**src/rtl/neural_mac_array_if.sv**
```systemverilog
// Stream bus for neural_mac_array: input beats with
// per-lane weight/bias, and a per-lane result port.
interface neural_mac_array_if #(
  parameter int DW    = 16,
  parameter int LANES = 4,
  parameter int CNT_W = 10
);
  logic                  relu_en;
  logic                  in_valid;
  logic                  in_ready;
  logic                  in_last;
  logic [DW-1:0]         in_data;
  logic [LANES*DW-1:0]   weight;
  logic [LANES*DW-1:0]   bias;
  logic                  out_valid;
  logic                  out_ready;
  logic [LANES*DW-1:0]   out_data;
  logic [LANES-1:0]      out_ovf;
  logic [CNT_W-1:0]      out_beats;

  modport master (
    output relu_en, in_valid, in_last,
    output in_data, weight, bias, out_ready,
    input  in_ready, out_valid,
    input  out_data, out_ovf, out_beats
  );

  modport slave (
    input  relu_en, in_valid, in_last,
    input  in_data, weight, bias, out_ready,
    output in_ready, out_valid,
    output out_data, out_ovf, out_beats
  );
endinterface

```
**src/rtl/neural_mac_array.sv**
```systemverilog
// LANES-wide MAC over a shared input stream; bias,
// round-half-up, saturate, optional ReLU per lane.
// Ports: clk, rst (sync, active high), bus (slave).
module neural_mac_array #(
  parameter int DW    = 16,
  parameter int FRAC  = 8,
  parameter int LANES = 4,
  parameter int GUARD = 8,
  parameter int CNT_W = 10
) (
  input logic               clk,
  input logic               rst,
  neural_mac_array_if.slave bus
);
  localparam int ACC_W = 2*DW + GUARD;
  localparam int S_W   = ACC_W + 1;

  localparam logic signed [S_W-1:0] MAXV =
    {{(S_W-DW+1){1'b0}}, {(DW-1){1'b1}}};
  localparam logic signed [S_W-1:0] MINV =
    {{(S_W-DW+1){1'b1}}, {(DW-1){1'b0}}};

  typedef enum logic [1:0] {
    IDLE, ACC, FINISH, OUT
  } state_t;

  state_t r_state, w_next;

  logic                    r_in_ready;
  logic                    r_out_valid;
  logic                    r_relu;
  logic [LANES*DW-1:0]     r_bias;
  logic [LANES*DW-1:0]     r_out_data;
  logic [LANES-1:0]        r_ovf;
  logic [CNT_W-1:0]        r_cnt;
  logic [CNT_W-1:0]        r_beats;
  logic signed [ACC_W-1:0] r_acc [LANES];

  logic                    w_beat;
  logic                    w_done;
  logic [LANES*DW-1:0]     w_res;
  logic [LANES-1:0]        w_ovf;

  assign w_beat = bus.in_valid & r_in_ready;
  assign w_done = r_out_valid & bus.out_ready;

  always_comb begin
    w_next = r_state;
    unique case (r_state)
      IDLE:
        if (w_beat)
          w_next = bus.in_last ? FINISH : ACC;
      ACC:
        if (w_beat && bus.in_last)
          w_next = FINISH;
      FINISH:
        w_next = OUT;
      OUT:
        if (w_done)
          w_next = IDLE;
      default:
        w_next = IDLE;
    endcase
  end

  for (genvar g = 0; g < LANES; g++) begin : g_lane
    logic signed [DW-1:0]    w_x;
    logic signed [DW-1:0]    w_w;
    logic signed [DW-1:0]    w_b;
    logic signed [2*DW-1:0]  w_prod;
    logic signed [ACC_W-1:0] w_ext;
    logic signed [S_W-1:0]   w_s;
    logic signed [S_W-1:0]   w_r;
    logic [DW-1:0]           w_sat;
    logic                    w_o;

    assign w_x    = bus.in_data;
    assign w_w    = bus.weight[g*DW +: DW];
    assign w_b    = r_bias[g*DW +: DW];
    assign w_prod = w_x * w_w;
    assign w_ext  = {{GUARD{w_prod[2*DW-1]}}, w_prod};

    // Bias is aligned to the product's 2*FRAC
    // fraction; the half-LSB makes >>> round up.
    assign w_s =
      {r_acc[g][ACC_W-1], r_acc[g]} +
      ({{(S_W-DW){w_b[DW-1]}}, w_b} <<< FRAC) +
      (S_W'(1) <<< (FRAC-1));
    assign w_r = w_s >>> FRAC;

    always_comb begin
      w_sat = w_r[DW-1:0];
      w_o   = 1'b0;
      if (w_r > MAXV) begin
        w_sat = {1'b0, {(DW-1){1'b1}}};
        w_o   = 1'b1;
      end else if (w_r < MINV) begin
        w_sat = {1'b1, {(DW-1){1'b0}}};
        w_o   = 1'b1;
      end
      if (r_relu && w_sat[DW-1])
        w_sat = '0;
    end

    assign w_res[g*DW +: DW] = w_sat;
    assign w_ovf[g]          = w_o;

    always_ff @(posedge clk) begin
      if (rst)
        r_acc[g] <= '0;
      else if (w_beat)
        r_acc[g] <= (r_state == IDLE) ?
                    w_ext : r_acc[g] + w_ext;
    end
  end

  always_ff @(posedge clk) begin
    if (rst) begin
      r_state     <= IDLE;
      r_in_ready  <= 1'b0;
      r_out_valid <= 1'b0;
      r_relu      <= 1'b0;
      r_bias      <= '0;
      r_out_data  <= '0;
      r_ovf       <= '0;
      r_cnt       <= '0;
      r_beats     <= '0;
    end else begin
      r_state     <= w_next;
      r_in_ready  <= (w_next == IDLE) ||
                     (w_next == ACC);
      // Valid rises one cycle into OUT and drops
      // on the same edge that leaves OUT.
      r_out_valid <= (r_state == OUT) && !w_done;
      if (w_beat) begin
        if (r_state == IDLE) begin
          r_relu <= bus.relu_en;
          r_cnt  <= CNT_W'(1);
        end else if (r_cnt != '1) begin
          r_cnt  <= r_cnt + 1'b1;
        end
        if (bus.in_last)
          r_bias <= bus.bias;
      end
      if (r_state == FINISH) begin
        r_out_data <= w_res;
        r_ovf      <= w_ovf;
        r_beats    <= r_cnt;
      end
    end
  end

  assign bus.in_ready  = r_in_ready;
  assign bus.out_valid = r_out_valid;
  assign bus.out_data  = r_out_data;
  assign bus.out_ovf   = r_ovf;
  assign bus.out_beats = r_beats;
endmodule
```
**src/flat_wrapper.sv**
```systemverilog
// flat-port wrapper written by rule: the top's interface ports become plain ports
module neural_mac_array_flat 
#(
  parameter int DW    = 16,
  parameter int FRAC  = 8,
  parameter int LANES = 4,
  parameter int GUARD = 8,
  parameter int CNT_W = 10
)
  (clk, rst, bus_relu_en, bus_in_valid, bus_in_last, bus_in_data, bus_weight, bus_bias, bus_out_ready, bus_in_ready, bus_out_valid, bus_out_data, bus_out_ovf, bus_out_beats);
  neural_mac_array_if #(.DW(DW), .LANES(LANES), .CNT_W(CNT_W)) bus_i ();
  input logic clk;
  input logic rst;
  input wire logic [$bits(bus_i.relu_en)-1:0] bus_relu_en;
  input wire logic [$bits(bus_i.in_valid)-1:0] bus_in_valid;
  input wire logic [$bits(bus_i.in_last)-1:0] bus_in_last;
  input wire logic [$bits(bus_i.in_data)-1:0] bus_in_data;
  input wire logic [$bits(bus_i.weight)-1:0] bus_weight;
  input wire logic [$bits(bus_i.bias)-1:0] bus_bias;
  input wire logic [$bits(bus_i.out_ready)-1:0] bus_out_ready;
  output wire logic [$bits(bus_i.in_ready)-1:0] bus_in_ready;
  output wire logic [$bits(bus_i.out_valid)-1:0] bus_out_valid;
  output wire logic [$bits(bus_i.out_data)-1:0] bus_out_data;
  output wire logic [$bits(bus_i.out_ovf)-1:0] bus_out_ovf;
  output wire logic [$bits(bus_i.out_beats)-1:0] bus_out_beats;
  assign bus_i.relu_en = bus_relu_en;
  assign bus_i.in_valid = bus_in_valid;
  assign bus_i.in_last = bus_in_last;
  assign bus_i.in_data = bus_in_data;
  assign bus_i.weight = bus_weight;
  assign bus_i.bias = bus_bias;
  assign bus_i.out_ready = bus_out_ready;
  assign bus_in_ready = bus_i.in_ready;
  assign bus_out_valid = bus_i.out_valid;
  assign bus_out_data = bus_i.out_data;
  assign bus_out_ovf = bus_i.out_ovf;
  assign bus_out_beats = bus_i.out_beats;
  neural_mac_array #(.DW(DW), .FRAC(FRAC), .LANES(LANES), .GUARD(GUARD), .CNT_W(CNT_W)) u_core (.clk(clk), .rst(rst), .bus(bus_i));
endmodule
```
**config.mk**
```make
export PLATFORM = sky130hd
export DESIGN_NAME = neural_mac_array_flat
export DESIGN_NICKNAME = d
export VERILOG_FILES = /design/src/rtl/neural_mac_array_if.sv /design/src/rtl/neural_mac_array.sv /design/src/flat_wrapper.sv
export SDC_FILE = /design/constraint.sdc
export NUM_CORES = 2
export LEC_CHECK = 0
export ABC_AREA = 1
export ABC_CLOCK_PERIOD_IN_PS = 14200
export CELL_PAD_IN_SITES_DETAIL_PLACEMENT = 1
export CELL_PAD_IN_SITES_GLOBAL_PLACEMENT = 1
export CORE_MARGIN = 10
export CORE_UTILIZATION = 48
export DETAILED_ROUTE_END_ITERATION = 12
export PLACE_DENSITY_LB_ADDON = 0.1
export SETUP_SLACK_MARGIN = 0.3
export SLEW_MARGIN = 40
export SYNTH_ARGS = -nofsm -noshare
export SYNTH_HDL_FRONTEND = slang
export SYNTH_SLANG_ARGS = --single-unit
```
**constraint.sdc**
```tcl
create_clock -name clk -period 14.2 [get_ports clk]
set_input_delay 3.55 -clock clk [delete_from_list [all_inputs] [get_ports clk]]
set_output_delay 3.55 -clock clk [all_outputs]
set_load 0.02 [all_outputs]
```
==> run metrics <==
Max Slew Vio Count 0; Worst path max stage delay around 0.94 ns; Max Cap Viol 0; asr flop ratio synth 0%; Final Skew 0.0602 ns; slowest cell on the critical path clkdlybuf4s50_1; Inst Count DP 12,400; RSZ-0062 raised after global routing no; chip height about 410 microns; Seq/Total Area, Yosys 10.8%; worst reg2reg endpoint u_core.bus.out_data[52]$_SDFFE_PP0P_; crit path DAT 12.75 ns; TritonRoute pass-1 iters 5; Worst Setup SP bus_weight[33]; # Post-CTS Setup Buffers 0; clock sinks 317; Horiz. Die Dim 411 microns; Final Util 52.0%; largest net degree at the start of global routing between 100 and 150; Worst Setup EP u_core.r_acc[2][38]$_SDFFCE_PN0P_; crit-path max FO 16; post-DR wirelength/cell 21.0 microns; Synthesis Warnings 0; DIE AREA approximately 170,000 sq um; Post-synth EDFFs 160; post-synthesis cell type count 53; Non-Filler Instances 12,500; Setup crit start kind primary input; post-route clock period utilization 86.4%; depth of the worst register-to-register path 14; CTS resizes 0; via count 68,200; core area 152,000 sq um; worst slew pin tran between 0.9 and 1 ns; Yosys top cell by area fa_1; Tmin final 12.27 ns; most used cell, CP fa_1; final net count approximately 12,000; htree depth 2; initial antenna violation count 22; # fillers approximately 20,000; reg2reg start u_core.r_acc[3][14]$_SDFFCE_PN0P_; DRC Markers 0; clk slew on worst S/H paths 0.06 ns; Overflow after GRT 0; Syn Inst Count around 10,000; layout cells sized above 1 2.67%; gr usage total a little under a third; outcome finished, final reports clean; hpwl dp between 200,000 and 250,000 microns; FMAX 0.0815 GHz; Row Count 143; I/O pins 230; Synth Register Bits approximately 320; area grow syn2layout 7.72%; top cell type's share of synthesized area 28.9%; post-route ant nets 0; critical path start-end classification in -> reg; Setup WS post-layout 1.93 ns; Total Wirelength around 260,000 microns; routability cong. 0.949; critical path required time 14.67 ns; CP Capture Type register; worst slack, placed 1.33 ns; initial DRC count 4,040; Setup-failing EPs final 0; Syn Nets ~12,000; Hold Fails Final Rpt 0; CTS hold repair buffers 0; DR vias/cell between 5 and 6; TritonCTS clock tree done; Rel. slew slack 39.9%; Most used DFF post-synth edfxtp_1; dominant cells by area after synthesis fa_1, nand2_1, inv_1; Worst R2R Setup Slack 10.38 ns; Port Buffers ~230; Worst Hold Class reg -> reg; Setup TNS 0 ns; CTS Buf Count between 40 and 50; synthesized area 73,300 sq um; CTS Buffer Depth 3; clk_lat worst skew ~0.65 ns; Clock Tree Root clkbuf_16; vias in the first global route 75,100; post-synthesis average cell area 7.03 sq um; first-pass GRT wire length 416,000 microns; Starting Density around half
## layout make-up
type	instances	area [sq um]	area share (%)
inverters	2403	9030	11.4
well taps	2030	2540	3.22
flip-flops and latches	317	7950	10.1
diodes	12	30.0	0.0380
clock buffers	61	1320	1.67
multi-input cells	7361	55000	69.7
repair buffers	300	2870	3.64
clock inverters	17	199	0.252
## worst min-delay path by stage
stage / to / from / cells after the start / slack (ns)
3_5_place_dp: u_core.bus.out_data[33]$_SDFFE_PP0P_ / u_core.bus.out_data[33]$_SDFFE_PP0P_ / 2 / 0.46
6_report: u_core.bus.out_data[41]$_SDFFE_PP0P_ / u_core.bus.out_data[41]$_SDFFE_PP0P_ / 2 / 0.47
2_1_floorplan: u_core.r_bias[49]$_SDFFE_PP0P_ / u_core.r_bias[49]$_SDFFE_PP0P_ / 2 / 0.45
4_1_cts: u_core.bus.out_data[33]$_SDFFE_PP0P_ / u_core.bus.out_data[33]$_SDFFE_PP0P_ / 2 / 0.47
5_1_grt: u_core.bus.out_data[37]$_SDFFE_PP0P_ / u_core.bus.out_data[37]$_SDFFE_PP0P_ / 2 / 0.49
3_3_place_gp: u_core.bus.out_data[34]$_SDFFE_PP0P_ / u_core.bus.out_data[34]$_SDFFE_PP0P_ / 2 / 0.45
## cells in the mapped netlist, types with 7 or more instances
master and n:
a211oi_1 9, a21boi_0 8, a21o_1 39, a21oi_1 738, a31oi_1 57, and2_1 15, and3_1 12, buf_1 31
buf_2 7, buf_4 7, clkbuf_1 293, dfxtp_1 157, edfxtp_1 160, fa_1 1056, ha_1 629, inv_1 2395
inv_2 8, nand2_1 2871, nand2_2 7, nand3_1 388, nand3b_1 15, nand4_1 67, nor2_1 610, nor2_2 17
nor3_1 68, nor4_1 18, o2111ai_1 10, o211ai_1 15, o21a_1 39, o21ai_0 280, o21ai_1 11, o21bai_1 38
o221ai_1 12, or2_2 51, xnor2_1 88, xor2_1 165
## state kept, by name (all words and copies together) (netlist names)
register              flops
u_core.bus.out_data      64
u_core.bus.in_ready       1
u_core.bus.out_beats     10
u_core.r_state            2
u_core.r_cnt             10
u_core.r_relu             1
u_core.r_acc            160
u_core.bus.out_ovf        4
u_core.bus.out_valid      1
u_core.r_bias            64
## layer usage
metal | part of all wire (%) | wire (microns) | global-route usage (%) | vias to the layer above
li1 | - | - | - | 31600
met1 | 44 | 115000 | 40.4 | 34500
met2 | 47 | 124000 | 53.0 | 1685
met3 | 5.5 | 14300 | 3.83 | 426
met4 | 3.0 | 7950 | 8.63 | 10
met5 | 0.024 | 63 | 0 | -
## worst max-delay path, delay by kind of cell
kind,cells,cell delay [ns]
adders and majority gates,8,4.24
xor gates and xnor gates,2,0.75
and+or+nand+nor,12,2.25
buffers and inverters,5,1.63
AOI/OAI and AO/OA,2,0.30
## cell families (layout without fill, tap and decap cells)
kind of cell             count (synthesis)  in the layout  synth area share (%)
AO/OA/AOI/OAI                         1275           1275                  9.52
XOR/XNOR                               254            254                  3.05
adder cells (fa/ha/maj)               1685           1685                  39.6
flip-flops                             317            317                  10.8
AND/OR/NAND/NOR                       4147           4147                  22.8
buffers and inverters                 2747           2781                  14.2
other                                    0             12                     0
## through the flow
step | hold slack (ns) | cell area [sq um]
after floorplan | 0.449 | 73300
after global placement | 0.453 | 77300
after detailed placement | 0.456 | 77300
after CTS | 0.466 | 78800
after global routing | 0.487 | 78900
final | 0.466 | 78900
## cell usage in the layout (no fill, tap or decap), drive strengths merged, types with 51 or more instances in the layout
cell | netlist | routed
nor3 | 68 | 68
edfxtp | 160 | 160
or2 | 51 | 51
xor2 | 166 | 166
xnor2 | 88 | 88
inv | 2403 | 2406
clkdlybuf4s50 | 0 | 204
ha | 629 | 629
nand4 | 67 | 67
nand2 | 2881 | 2881
dfxtp | 157 | 157
a21oi | 739 | 739
clkbuf | 294 | 61
nand3 | 393 | 393
a31oi | 57 | 57
fa | 1056 | 1056
nor2 | 627 | 627
o21ai | 294 | 294
buf | 50 | 96
Power is not shown: default switching activity piles up to over one toggle a cycle in this logic, so the estimate is an artifact.
